==> src/rtl/non_restoring_div_pkg.sv <==
// Shared definitions for the non-restoring divider: FSM encoding and legal WIDTH range.
package non_restoring_div_pkg;

    localparam logic [1:0] ST_IDLE = 2'd0;
    localparam logic [1:0] ST_ITER = 2'd1;
    localparam logic [1:0] ST_FIX  = 2'd2;
    localparam logic [1:0] ST_DONE = 2'd3;

    typedef enum logic [1:0] {
        StIdle = ST_IDLE,
        StIter = ST_ITER,
        StFix  = ST_FIX,
        StDone = ST_DONE
    } nrd_state_e;

    localparam int unsigned WIDTH_MIN = 2;
    localparam int unsigned WIDTH_MAX = 32;

    function automatic bit width_ok(int unsigned w);
        return (w >= WIDTH_MIN) && (w <= WIDTH_MAX);
    endfunction

endpackage

==> src/rtl/nrd_addsub_step.sv <==
// One non-restoring iteration: shift {A,Q} left, then add or subtract M by A's sign.
module nrd_addsub_step #(
    parameter int unsigned WIDTH = 8
) (
    input  logic [WIDTH:0]   a,
    input  logic             q_msb,
    input  logic [WIDTH-1:0] m,
    output logic [WIDTH:0]   a_next
);

    logic [WIDTH:0] shifted;

    assign shifted = {a[WIDTH-1:0], q_msb};
    // Intermediate may wrap mod 2^(WIDTH+1); the result always lands back in [-M, M).
    assign a_next  = a[WIDTH] ? (shifted + {1'b0, m}) : (shifted - {1'b0, m});

endmodule

==> src/rtl/non_restoring_divider_n.sv <==
// Multi-cycle non-restoring divider, signed or unsigned, with div-by-zero and overflow flags.
module non_restoring_divider_n
    import non_restoring_div_pkg::*;
#(
    parameter int unsigned WIDTH     = 8,
    parameter bit          SIGNED_EN = 1'b1
) (
    input  logic             clk,
    input  logic             rst,
    input  logic             start,
    input  logic             signed_mode,
    input  logic [WIDTH-1:0] dividend,
    input  logic [WIDTH-1:0] divisor,
    output logic             busy,
    output logic             done,
    output logic [WIDTH-1:0] quotient,
    output logic [WIDTH-1:0] remainder,
    output logic             div_by_zero,
    output logic             overflow
);

    localparam int unsigned CW = $clog2(WIDTH + 1);

    if (!width_ok(WIDTH)) begin : g_width_check
        $error("non_restoring_divider_n: WIDTH out of range");
    end

    nrd_state_e     state_q, state_d;
    logic [WIDTH:0]   a_q, a_d;
    logic [WIDTH-1:0] q_q, q_d;
    logic [WIDTH-1:0] m_q, m_d;
    logic [CW-1:0]    count_q, count_d;
    logic             neg_quo_q, neg_quo_d;
    logic             neg_rem_q, neg_rem_d;
    logic             ovf_pend_q, ovf_pend_d;
    logic [WIDTH-1:0] quotient_q, quotient_d;
    logic [WIDTH-1:0] remainder_q, remainder_d;
    logic             dbz_q, dbz_d;
    logic             ovf_q, ovf_d;

    logic             signed_eff;
    logic             dvd_neg, dvs_neg;
    logic [WIDTH-1:0] dvd_mag, dvs_mag;
    logic [WIDTH:0]   a_step, a_fix;
    logic [WIDTH-1:0] rem_mag;

    assign signed_eff = SIGNED_EN && signed_mode;
    assign dvd_neg    = signed_eff && dividend[WIDTH-1];
    assign dvs_neg    = signed_eff && divisor[WIDTH-1];
    // |MIN| wraps to 2^(WIDTH-1), which is the correct unsigned magnitude.
    assign dvd_mag    = dvd_neg ? (~dividend + WIDTH'(1)) : dividend;
    assign dvs_mag    = dvs_neg ? (~divisor + WIDTH'(1)) : divisor;

    nrd_addsub_step #(
        .WIDTH (WIDTH)
    ) u_step (
        .a      (a_q),
        .q_msb  (q_q[WIDTH-1]),
        .m      (m_q),
        .a_next (a_step)
    );

    assign a_fix   = a_q[WIDTH] ? (a_q + {1'b0, m_q}) : a_q;
    assign rem_mag = a_fix[WIDTH-1:0];

    always_comb begin
        state_d     = state_q;
        a_d         = a_q;
        q_d         = q_q;
        m_d         = m_q;
        count_d     = count_q;
        neg_quo_d   = neg_quo_q;
        neg_rem_d   = neg_rem_q;
        ovf_pend_d  = ovf_pend_q;
        quotient_d  = quotient_q;
        remainder_d = remainder_q;
        dbz_d       = dbz_q;
        ovf_d       = ovf_q;

        unique case (state_q)
            StIdle, StDone: begin
                state_d = StIdle;
                if (start) begin
                    if (divisor == '0) begin
                        quotient_d  = '1;
                        remainder_d = dividend;
                        dbz_d       = 1'b1;
                        ovf_d       = 1'b0;
                        state_d     = StDone;
                    end else begin
                        a_d        = '0;
                        q_d        = dvd_mag;
                        m_d        = dvs_mag;
                        count_d    = '0;
                        neg_quo_d  = dvd_neg ^ dvs_neg;
                        neg_rem_d  = dvd_neg;
                        ovf_pend_d = signed_eff
                                     && (dividend == {1'b1, {(WIDTH-1){1'b0}}})
                                     && (divisor == '1);
                        state_d    = StIter;
                    end
                end
            end
            StIter: begin
                a_d     = a_step;
                q_d     = {q_q[WIDTH-2:0], ~a_step[WIDTH]};
                count_d = count_q + CW'(1);
                if (count_q == CW'(WIDTH - 1)) begin
                    state_d = StFix;
                end
            end
            StFix: begin
                a_d         = a_fix;
                quotient_d  = neg_quo_q ? (~q_q + WIDTH'(1)) : q_q;
                remainder_d = neg_rem_q ? (~rem_mag + WIDTH'(1)) : rem_mag;
                dbz_d       = 1'b0;
                ovf_d       = ovf_pend_q;
                state_d     = StDone;
            end
            default: state_d = StIdle;
        endcase
    end

    always_ff @(posedge clk or negedge rst) begin
        if (!rst) begin
            state_q     <= StIdle;
            a_q         <= '0;
            q_q         <= '0;
            m_q         <= '0;
            count_q     <= '0;
            neg_quo_q   <= 1'b0;
            neg_rem_q   <= 1'b0;
            ovf_pend_q  <= 1'b0;
            quotient_q  <= '0;
            remainder_q <= '0;
            dbz_q       <= 1'b0;
            ovf_q       <= 1'b0;
        end else begin
            state_q     <= state_d;
            a_q         <= a_d;
            q_q         <= q_d;
            m_q         <= m_d;
            count_q     <= count_d;
            neg_quo_q   <= neg_quo_d;
            neg_rem_q   <= neg_rem_d;
            ovf_pend_q  <= ovf_pend_d;
            quotient_q  <= quotient_d;
            remainder_q <= remainder_d;
            dbz_q       <= dbz_d;
            ovf_q       <= ovf_d;
        end
    end

    assign busy        = (state_q == StIter) || (state_q == StFix);
    assign done        = (state_q == StDone);
    assign quotient    = quotient_q;
    assign remainder   = remainder_q;
    assign div_by_zero = dbz_q;
    assign overflow    = ovf_q;

endmodule

==> config.mk <==
export PLATFORM = sky130hd
export DESIGN_NAME = non_restoring_divider_n
export DESIGN_NICKNAME = d
export VERILOG_FILES = /design/src/rtl/non_restoring_div_pkg.sv /design/src/rtl/nrd_addsub_step.sv /design/src/rtl/non_restoring_divider_n.sv
export SDC_FILE = /design/constraint.sdc
export NUM_CORES = 1
export LEC_CHECK = 0
export CAP_MARGIN = 10
export CORE_MARGIN = 2
export CORE_UTILIZATION = 35
export CTS_CLUSTER_SIZE = 16
export DETAILED_ROUTE_END_ITERATION = 12
export GPL_TIMING_DRIVEN = 0
export SLEW_MARGIN = 15
export SYNTH_ARGS = -nofsm -noshare
export SYNTH_HDL_FRONTEND = slang
export SYNTH_SLANG_ARGS = --single-unit
==> constraint.sdc <==
create_clock -name clk -period 3.6 [get_ports clk]
set_input_delay 0.72 -clock clk [delete_from_list [all_inputs] [get_ports clk]]
set_output_delay 0.72 -clock clk [all_outputs]
set_load 0.05 [all_outputs]
Word level (Yosys, flattened, before mapping)
Index checks and enable logic that the tools add are counted.
{"block": "classes", "eq_ne": 10, "addsub": 8, "reduce_logical": 14, "n_bitwise": 7, "n_mux": 31}
{"cell": "two-way mux 8 bit", "count": 10}
{"cell": "one-hot mux 8 bit (2 select lines)", "count": 3}
{"cell": "two-way mux 9 bit", "count": 4}
{"cell": "adder 8 x 1 -> 8 bit (second input constant)", "count": 4}
{"cell": "inverter 8 bit", "count": 4}
{"cell": "one-hot mux 9 bit (3 select lines)", "count": 1}
{"cell": "adder 9 x 8 -> 9 bit", "count": 2}
{"cell": "== test 8 bit (second input constant)", "count": 2}
{"cell": "AND reduction 3 bit", "count": 3}
{"cell": "subtractor 9 x 8 -> 9 bit", "count": 1}
{"cell": "logical NOT 8 bit", "count": 1}
{"cell": "two-way mux 4 bit", "count": 2}
{"cell": "!= test 2 bit (second input constant)", "count": 4}
{"cell": "one-hot mux 4 bit (2 select lines)", "count": 1}
{"cell": "two-way mux 2 bit", "count": 3}
{"cell": "one-hot mux 2 bit (3 select lines)", "count": 1}
{"cell": "adder 4 x 1 -> 4 bit (second input constant)", "count": 1}
{"cell": "== test 2 bit (second input constant)", "count": 2}
{"cell": "== test 4 x 3 -> 1 bit (second input constant)", "count": 1}
{"cell": "logical AND 1 bit", "count": 4}
{"cell": "two-way mux 1 bit", "count": 4}
{"cell": "one-hot mux 1 bit (2 select lines)", "count": 2}
{"cell": "nonzero test 2 bit", "count": 2}
{"cell": "== test 2 x 1 -> 1 bit (second input constant)", "count": 1}
{"cell": "6 further kinds", "count": 7}
{"block": "totals", "ff_bits": 52}

Depth between registers and ports, before layout
Gate-level depths: netlist (run 1).
{"block": "logic_depth", "depth_word": 6, "mapped_depth": 13, "mapped_depth_nobuf": 12}

Hierarchy
A second synthesis (run 1) with hierarchy kept.
{"block": "unflattened", "cells_unflattened": 455, "hier_area_um2": 3818.7}
{"module": "non_restoring_divider_n", "seq_area_each_um2": 1301.2, "instances": 1, "cells_each": 384, "area_each_um2": 3313.2}
{"module": "nrd_addsub_step", "seq_area_each_um2": 0.0, "instances": 1, "cells_each": 71, "area_each_um2": 505.5}

Worst setup path after synthesis (run 1)
OpenSTA, ideal clock, no wires.
{"block": "synth_path", "path_kind": "reg-to-reg", "startpoint": "register a_q[8]", "endpoint": "register a_q[5]", "slack_ps": 809, "stages_incl_launch_ff": 13, "arrival_ps": 2658, "n_path_buf": 3, "path_cell_list": "dfrtp_1 > clkbuf_1 > buf_2 > buf_1 > mux2_2 > ha_1 > a21o_1 > a21oi_1 > nor2b_1 > o21ai_0 > nor2b_1 > xor2_1 > o211ai_1"}
{"block": "synth_between", "elab_chain_cells": 2, "word_cells_on_any_way": 3}
{"element": "start: declaration", "line": "non_restoring_divider_n.sv:29", "source": "logic [WIDTH:0] a_q, a_d;"}
{"element": "start signal: assignment", "line": "non_restoring_divider_n.sv:127", "source": "a_q <= '0;"}
{"element": "start signal: assignment", "line": "non_restoring_divider_n.sv:140", "source": "a_q <= a_d;"}
{"element": "two-way mux 9 bit, on equally long branches", "line": "non_restoring_divider_n.sv:63, nrd_addsub_step.sv:15"}
{"element": "one-hot mux 9 bit (3 select lines) *", "line": "non_restoring_divider_n.sv:80", "source": "unique case (state_q)"}
Mark *: on every way between the ends. The rest lies on a longest branch, timed or not.
A chain may end at the register's enable or synchronous reset.

Worst setup path after layout (run 1)
{"block": "layout_path", "startpoint": "input port divisor[0]", "endpoint": "register quotient_q[6] (netlist: quotient[6])"}
{"block": "layout_between", "elab_chain_cells": 3}
{"element": "start: declaration", "line": "non_restoring_divider_n.sv:13", "source": "input logic [WIDTH-1:0] divisor,"}
{"element": "logical NOT 8 bit", "line": "non_restoring_divider_n.sv:84", "source": "if (divisor == '0) begin"}
{"element": "!= test 2 bit (no line)"}
{"element": "AND reduction 3 bit (no line)"}
{"element": "end signal: assignment", "line": "non_restoring_divider_n.sv:147", "source": "quotient_q <= quotient_d;"}
{"element": "end: declaration", "line": "non_restoring_divider_n.sv:36", "source": "logic [WIDTH-1:0] quotient_q, quotient_d;"}
No other way between the ends.

==> results of run 1 <==
[cells by family (layout without fill, tap and decap cells)]
logic type / count (synthesis) / count (layout) / share of synthesized area (%)
compound gates: 120 / 120 / 19.9
xor+xnor: 36 / 36 / 8.52
fa+ha+maj: 28 / 28 / 9.87
buf+inv: 35 / 79 / 3.65
flops: 52 / 52 / 35.2
mux: 12 / 12 / 3.31
simple gates: 149 / 149 / 19.5
[cell usage in the layout (no fill, tap or decap), types with 3 or more instances in the layout]
cell,count
or3_1,7
clkbuf_1,13
mux2i_1,10
nor2_1,35
ha_1,26
dfrtp_1,52
nand2b_1,6
buf_2,3
inv_1,18
nor2b_1,9
nand4_1,4
o21ai_0,39
a22oi_1,5
a31oi_1,7
a22o_1,4
nand2_1,47
xor2_1,24
a21o_1,7
o31ai_1,5
clkbuf_8,5
nand3_1,14
a21oi_1,34
clkdlybuf4s50_1,36
nor3b_1,3
nor3_1,9
xnor2_1,12
o221ai_1,4
[flip-flops by register name, indices dropped and copies added (netlist names)]
register and cells:
q_q 8, neg_quo_q 1, ovf_pend_q 1, remainder 8, overflow 1, quotient 8
m_q 8, div_by_zero 1, state_q 2, count_q 4, a_q 9, neg_rem_q 1
[layout make-up]
type                       instances  area share (%)
timing repair buffer              37            8.50
clock buffer                       5            1.59
tap                              136            3.93
inverter                          18            1.56
sequential                        52            30.1
buffer                            16            1.47
multi-input combinational        345            52.3
clock inverter                     3           0.521
[worst max-delay path, cell delays in order]
cell,delay (ns)
clkdlybuf4s50_1,0.48
inv_1,0.09
ha_1,0.16
or3b_4,0.40
or4b_4,0.52
o21ai_0,0.52
buf_2,0.33
nor2_1,0.07
a21oi_1,0.12
[report_power, final]
| group | total [mW] | leakage, nW | internal, mW | switching, mW |
|---|---|---|---|---|
| Combinational | 2.66 | 1.19 | 1.00 | 1.66 |
| Clock | 0.348 | 0.0485 | 0.140 | 0.208 |
| Sequential | 1.08 | 0.652 | 0.830 | 0.253 |
[repair_timing]
item	in CTS	in global routing
endpoints found under the setup margin	0	2
hold buffers	0	0
hold endpoints to repair	0	0
buffers inserted	0	0
[metal layers]
metal | up-vias | wire length, µm | track usage, %
li1 | 1629 | - | -
met1 | 1582 | 4710 | 25.3
met2 | 82 | 4320 | 27.4
met3 | 2 | 431 | 2.19
met4 | 0 | 54 | 4.27
met5 | - | 0 | 0
[per-stage QoR]
| stage | total power, mW | setup slack (ns) | area (µm²) | instances | hold slack (ns) |
|---|---|---|---|---|---|
| CTS | 4.12 | 0.111 | 4330 | 613 | 0.476 |
| finish | 4.10 | 0.436 | 4330 | 612 | 0.441 |
| global route | 4.48 | 0.128 | 4330 | 612 | 0.500 |
| detailed placement | 3.75 | 0.131 | 4240 | 605 | 0.478 |
| global placement | 3.69 | 0.0746 | 4240 | 605 | 0.463 |
| floorplan | 3.00 | 0.809 | 3700 | 432 | 0.424 |
[worst paths after layout]
check                             start           end  cells after the start
setup / recovery             divisor[0]   quotient[6]                      9
hold / removal                      rst        a_q[5]                      1
setup reg to reg                 a_q[8]        a_q[8]                     12
hold reg to reg            remainder[3]  remainder[3]                      1
max in group asynchronous           rst        a_q[0]                      1
min in group clk           remainder[3]  remainder[3]                      1
==> run_results.csv, run 1 <==
group,metric,value,unit
grt,grt_pass1_vias,3144,
yosys,syn_inst,432,
yosys,syn_avg_cell_area,8.57,µm²
clocking,h-tree-depth,2,
pwr,power.leakage,1.89,nW
grt,grt-ovfl-total,0,
clocking,clk_path_buf_depth,2,
yosys,synth_top_area_share,35.2,%
timing,max_freq,0.316,GHz
yosys,synthFlopType,"dfrtp_1",
timing,rsz0062_at_grt,"no",
setup_path,crit_path_end_kind,"flop",
setup_path,path_class,"in2reg",
clocking,ctsResizeCount,0,
drt,drc_errors,0,
setup_path,critPathRequiredTime,3.84,ns
clocking,insertion_delay,0.31,ns
drt,drtPass1Iterations,6,
clocking,cts-root-buf,"clkbuf_8",
min_path,hold_class,"in2async",
final_layout,fin_util,42.1,%
grt,antenna_found_initial,0,
timing,worst_slew_pin_slew,0.695,ns
die,die_y,107,µm
die,io_pins,40,
setup_path,path_max_fanout,10,
grt,track_usage,17.4,%
final_layout,drive_gt1_share,4.41,%
timing,finalMaxSlewViolations,0,
placed_design,globalplace.congestion,0.851,
clocking,cts_buffers,5,
final_layout,insertedDiodeCount,0,
yosys,synth_common_cells,"52 x dfrtp_1, 47 x nand2_1, 39 x o21ai_0",
drt,drt_wl_total,9510,µm
drt,drt_iter0_drc,160,
outcome,status,"finished clean",
yosys,synth_area_leaders,"dfrtp_1 35%, ha_1 8.8%, xor2_1 5.7%",
yosys,synth_fp_nets,480,
yosys,ys_warn_count,0,
die,rows,37,
grt,grt_max_degree,53,
clocking,cts.sinks,52,
final_layout,regArea,1300,µm²
clocking,cts_tree,"yes",
flow_run,maxCapViolations,0,
drt,vias,3295,
timing,fin_setup_tns,0,ns
drt,viasPerCell,5.38,
timing,max-slew-margin-rel,53.7,%
clocking,clk_pin_slew,0.10,ns
yosys,seq_area_frac_synth,35.2,%
placed_design,io_buffers,37,
timing,fin_crit_sh,87.9,%
setup_path,start_kind,"input pin",
die,die_w,107,µm
grt,grt_first_pass_wirelength,15900,µm
yosys,syn_area,3700,µm²
drt,routedWlPerCell,15.5,µm
yosys,synth_seq_cells,52,
drt,ant_nets,0,
yosys,synth_most_common_cell,"dfrtp_1",
timing,finalSetupViolCount,0,
placed_design,dp_hpwl,7440,µm
pwr,ir_drop,737,µV
timing,min_period,3.16,ns
setup_path,reg2reg_slack,0.44,ns
pwr,power_density,947,nW/µm²
die,start_util,36.0,%
final_layout,synthToLayoutAreaGrowth,16.9,%
yosys,yosys.area.top_type,"dfrtp_1",
setup_path,arrival,3.40,ns
timing,hold_violations,0,
die,core_area,10300,µm²
final_layout,fin_nets,523,
yosys,synth_edf_count,0,
final_layout,nFillCells,1063,
final_layout,multi_input_area,2260,µm²
die,dieArea,11400,µm²
yosys,async_flop_share,100,%
yosys,ys_types,52,
timing,skew,0.00806,ns
Note: power is estimated with default switching activity, not from simulation.
==> run 2, diff against run 1 <==
CORE_UTILIZATION = 45   (was 35)
PLACE_DENSITY = 0.66   (was not set)
==> run 2 against run 1 <==
  * Critical path depth unchanged
  * Maximum frequency is 1.5% lower
  * Hold slack lost 0.013 ns
  * Critical path type unchanged
  * Largest cell class unchanged
==> run_results.csv, run 2 (synthesis results as in run 1) <==
group,metric,value,unit
outcome,status,"finished clean",
timing,fin_setup_tns,0,ns
pwr,power_density,953,nW/µm²
setup_path,critPathRequiredTime,3.84,ns
grt,grt_first_pass_wirelength,15500,µm
clocking,h-tree-depth,2,
min_path,hold_class,"in2async",
clocking,cts-root-buf,"clkbuf_8",
setup_path,crit_chain,"clkdlybuf4s50_1 > inv_1 > ha_1 > or3b_4 > or4b_4 > o21ai_0 > buf_2 > nor2_1 > a21oi_1",
timing,hold_violations,0,
setup_path,arrival,3.46,ns
final_layout,synthToLayoutAreaGrowth,15.8,%
drt,ant_nets,0,
final_layout,regMostFlops,"a_q",
clocking,clk_path_buf_depth,2,
timing,finalMaxSlewViolations,0,
setup_path,slowest_stage,"o21ai_0",
drt,drt_wl_total,9140,µm
setup_path,crit_path_end_kind,"flop",
setup_path,path_class,"in2reg",
clocking,cts_buffers,5,
clocking,ctsResizeCount,0,
die,core_area,8090,µm²
timing,finalSetupViolCount,0,
timing,max-slew-margin-rel,53.5,%
grt,track_usage,22.2,%
die,rows,33,
timing,min_period,3.21,ns
drt,drt_iter0_drc,205,
timing,max_freq,0.311,GHz
clocking,cts_tree,"yes",
drt,vias,3300,
pwr,power.leakage,1.88,nW
timing,fin_crit_sh,89.2,%
die,dieArea,8970,µm²
final_layout,drive_gt1_share,4.20,%
final_layout,largest_reg_flops,9,
die,start_util,45.7,%
clocking,clk_pin_slew,0.10,ns
die,die_y,94.7,µm
placed_design,dp_hpwl,7150,µm
drt,viasPerCell,5.68,
pwr,total_power,4.08,mW
final_layout,multi_input_area,2260,µm²
final_layout,final_cell_mix,"52 x dfrtp_1, 47 x nand2_1, 39 x o21ai_0",
setup_path,path_max_fanout,10,
final_layout,regArea,1300,µm²
placed_design,globalplace.congestion,0.924,
die,io_pins,40,
final_layout,insertedDiodeCount,0,
clocking,holdBufCountCts,0,
clocking,insertion_delay,0.32,ns
placed_design,io_buffers,37,
timing,skew,0.0117,ns
drt,drtPass1Iterations,4,
grt,grt-ovfl-total,0,
timing,worst_slew_pin_slew,0.691,ns
setup_path,slowest_delay,0.59,ns
clocking,post-cts-setup-buffers,0,
final_layout,final_common_cell,"dfrtp_1",
flow_run,maxCapViolations,0,
grt,antenna_found_initial,0,
final_layout,nFillCells,782,
setup_path,start_kind,"input pin",
timing,rsz0062_at_grt,"no",
final_layout,fin_nets,523,
pwr,ir_drop,670,µV
setup_path,reg2reg_slack,0.47,ns
grt,grt_pass1_vias,3187,
grt,grt_max_degree,53,
die,die_w,94.7,µm
clocking,cts.sinks,52,
drt,drc_errors,0,
drt,routedWlPerCell,15.7,µm
[run 2: cell type report]
cell class / instances / area share [%]
multi-input combinational: 345 / 52.8
sequential: 52 / 30.4
timing repair buffer: 37 / 8.58
tap: 105 / 3.07
clock buffer: 6 / 1.69
inverter: 18 / 1.58
buffer: 16 / 1.49
clock inverter: 2 / 0.380
[run 2: worst max-delay path, delay by kind of cell]
family / cells / cell delay (ns)
fa+ha+maj: 1 / 0.16
compound gates: 2 / 0.71
buf+inv: 3 / 0.89
simple gates: 3 / 0.98
[run 2: power by group]
part	switching (mW)	internal [mW]	leakage (nW)	total (mW)
logic	1.66	1.00	1.19	2.66
registers	0.247	0.830	0.652	1.08
clock network	0.208	0.139	0.0414	0.347
[run 2: worst paths after layout]
kind                              start      endpoint  cells past startpoint
max in group asynchronous           rst        m_q[3]                      1
min in group clk           remainder[4]  remainder[4]                      1
hold reg to reg            remainder[4]  remainder[4]                      1
setup reg to reg                 a_q[8]        a_q[8]                     12
setup / recovery             divisor[0]   quotient[6]                      9
hold / removal                      rst   quotient[3]                      1
[run 2: through the flow]
stage | hold slack [ns] | area, µm² | util (%) | std cells | worst slack (ns)
global placement | 0.462 | 4200 | 51.9 | 574 | 0.190
global route | 0.476 | 4290 | 53.0 | 581 | 0.204
CTS | 0.451 | 4290 | 53.0 | 582 | 0.196
finish | 0.427 | 4290 | 53.0 | 581 | 0.387
floorplan | 0.424 | 3700 | - | 432 | 0.809
detailed placement | 0.474 | 4200 | 51.9 | 574 | 0.149
[run 2: metal layers]
metal | part of all wire [%] | up-vias | track usage, % | wire [µm]
li1 | - | 1625 | - | -
met1 | 49 | 1590 | 32.5 | 4430
met2 | 46 | 72 | 34.5 | 4160
met3 | 4.1 | 13 | 2.95 | 377
met4 | 1.8 | 0 | 6.28 | 164
met5 | 0 | - | 0 | 0
==> run 3, diff against run 2 <==
CORE_MARGIN = 10   (was 2)
==> run 3 against run 2 <==
  * Core utilization is essentially flat
  * Final cell count is the same
  * Clock-buffer cell count fell by 1
  * Critical path depth increased by 3
  * Clock skew down 0.0029 ns
  * Register-to-register slack worse by 0.06 ns
  * Non-clock buffer count is the same
  * Global-route usage decreased by 7.0 points
  * First-iteration DRC count is 11% lower
  * Sequential share of layout area about the same
  * Setup slack better by 0.028 ns
==> run_results.csv, run 3 (synthesis results as in run 1) <==
group,metric,value,unit
placed_design,dp_hpwl,7480,µm
placed_design,globalplace.congestion,0.901,
die,core_area,8090,µm²
placed_design,io_buffers,37,
placed_design,dpl_worst_slack,0.162,ns
setup_path,reg2reg_slack,0.41,ns
drt,ant_nets,0,
timing,finalMaxSlewViolations,0,
drt,viasPerCell,5.67,
timing,rsz0062_at_grt,"no",
grt,track_usage,15.2,%
grt,grt_max_degree,53,
pwr,power_frac_comb,65.1,%
setup_path,worstRegToRegCells,12,
final_layout,fin_util,53.0,%
clocking,ctsResizeCount,0,
outcome,status,"finished clean",
final_layout,synthToLayoutAreaGrowth,15.9,%
timing,finalSetupViolCount,0,
pwr,clockPowerShare,8.7,%
timing,whs,0.436,ns
setup_path,critPathRequiredTime,3.83,ns
timing,fin_setup_tns,0,ns
die,dieArea,12300,µm²
setup_path,slowest_stage,"mux2_2",
clocking,insertion_delay,0.31,ns
clocking,cts-root-buf,"clkbuf_8",
setup_path,start_kind,"flop",
flow_run,maxCapViolations,0,
timing,setup_slack,0.415,ns
timing,max_freq,0.314,GHz
timing,min_period,3.19,ns
final_layout,fin_nets,523,
timing,worst_slew_pin_slew,0.674,ns
drt,vias,3296,
grt,grt-ovfl-total,0,
setup_path,r2r-start,"a_q[8]",
die,io_pins,40,
pwr,power.leakage,1.89,nW
pwr,seq_power_share,26.3,%
pwr,ir_drop,536,µV
die,die_y,111,µm
timing,skew,0.00886,ns
clocking,cts_tree,"yes",
clocking,clk_pin_slew,0.11,ns
final_layout,insertedDiodeCount,0,
setup_path,arrival,3.41,ns
setup_path,slowest_delay,0.41,ns
drt,drtPass1Iterations,5,
final_layout,final_common_cell,"dfrtp_1",
final_layout,largest_reg_flops,9,
grt,grt_pass1_vias,3125,
min_path,hold_class,"in2async",
die,rows,33,
die,die_w,111,µm
setup_path,crit_path_end_kind,"flop",
grt,antenna_found_initial,0,
final_layout,final_cell_mix,"52 x dfrtp_1, 47 x nand2_1, 39 x o21ai_0",
drt,drc_errors,0,
pwr,switching_share,52.0,%
clocking,h-tree-depth,2,
setup_path,path_max_fanout,19,
drt,routedWlPerCell,16.5,µm
drt,drt_wl_total,9560,µm
setup_path,r2r-end,"a_q[8]",
setup_path,path_class,"reg2reg",
final_layout,drive_gt1_share,4.41,%
die,start_util,45.7,%
clocking,cts.sinks,52,
drt,drt_iter0_drc,183,
clocking,clk_path_buf_depth,2,
timing,max-slew-margin-rel,55.1,%
clocking,holdBufCountCts,0,
setup_path,crit_chain,"clkbuf_1 > buf_2 > mux2_2 > inv_1 > fa_1 > nor2b_1 > o21a_1 > o21ai_0 > nand2_1 > a31oi_1 > xor2_1 > o2bb2ai_1",
grt,grt_first_pass_wirelength,15900,µm
placed_design,numPlacedInstances,574,
timing,hold_violations,0,
clocking,post-cts-setup-buffers,0,
pwr,power.switching,2.14,mW
final_layout,regMostFlops,"a_q",
clocking,cts_buffers,5,
timing,fin_crit_sh,88.5,%
pwr,p_int,1.97,mW
pwr,power_density,957,nW/µm²
final_layout,final_cells,581,
## run 3: changes by cell type in the layout (fill, tap and decap cells not counted), sizes merged
cell,previous run,this run
inv,18,19
clkinvlp,1,0
clkbuf,19,18
clkinv,1,2
## run 3: final cells by class
class | instances | area (µm²)
buffer | 16 | 63.8
clock buffer | 5 | 68.8
clock inverter | 3 | 22.5
fill | 798 | 3800
inverter | 18 | 67.6
multi-input combinational | 345 | 2260
sequential | 52 | 1300
tap | 105 | 131
timing repair buffer | 37 | 368
## run 3: worst max-delay path by stage
stage,to,slack [ns],cells past startpoint,from
floorplan,a_q[5],0.81,12,a_q[8]
global placement,a_q[5],0.20,1,rst
detailed placement,q_q[0],0.16,13,a_q[8]
CTS,a_q[8],0.15,13,a_q[8]
global route,a_q[8],0.17,12,a_q[8]
finish,a_q[8],0.41,12,a_q[8]
## run 3: worst max-delay path: cells and delay by family, from the launching register on
family | cells | cell delay, ns
fa+ha+maj | 1 | 0.21
xor+xnor | 1 | 0.34
compound gates | 4 | 0.91
flops | 1 | 0.34
buf+inv | 3 | 0.75
mux | 1 | 0.41
simple gates | 2 | 0.16
## run 3: power groups by stage
| stage | combinational (mW) | clock, mW | sequential, mW |
|---|---|---|---|
| 2_1_floorplan | 1.65 | 0 | 1.34 |
| 3_3_place_gp | 2.61 | 0 | 1.08 |
| 3_5_place_dp | 2.66 | 0 | 1.09 |
| 4_1_cts | 2.68 | 0.363 | 1.08 |
| 5_1_grt | 2.97 | 0.384 | 1.12 |
| 6_report | 2.67 | 0.355 | 1.08 |
## run 3: stage by stage
| step | instance area [µm²] | total power, mW |
|---|---|---|
| after global routing | 4290 | 4.47 |
| after detailed placement | 4200 | 3.75 |
| after floorplan | 3700 | 3.00 |
| final | 4290 | 4.11 |
| after global placement | 4200 | 3.69 |
| after CTS | 4290 | 4.12 |
## run 3: metal layers
metal / track usage (%) / part of all wire, % / vias to the layer above
li1: - / - / 1629
met1: 20.8 / 48 / 1551
met2: 23.6 / 45 / 104
met3: 3.35 / 6.5 / 12
met4: 3.91 / 1.3 / 0
met5: 0 / 0 / -
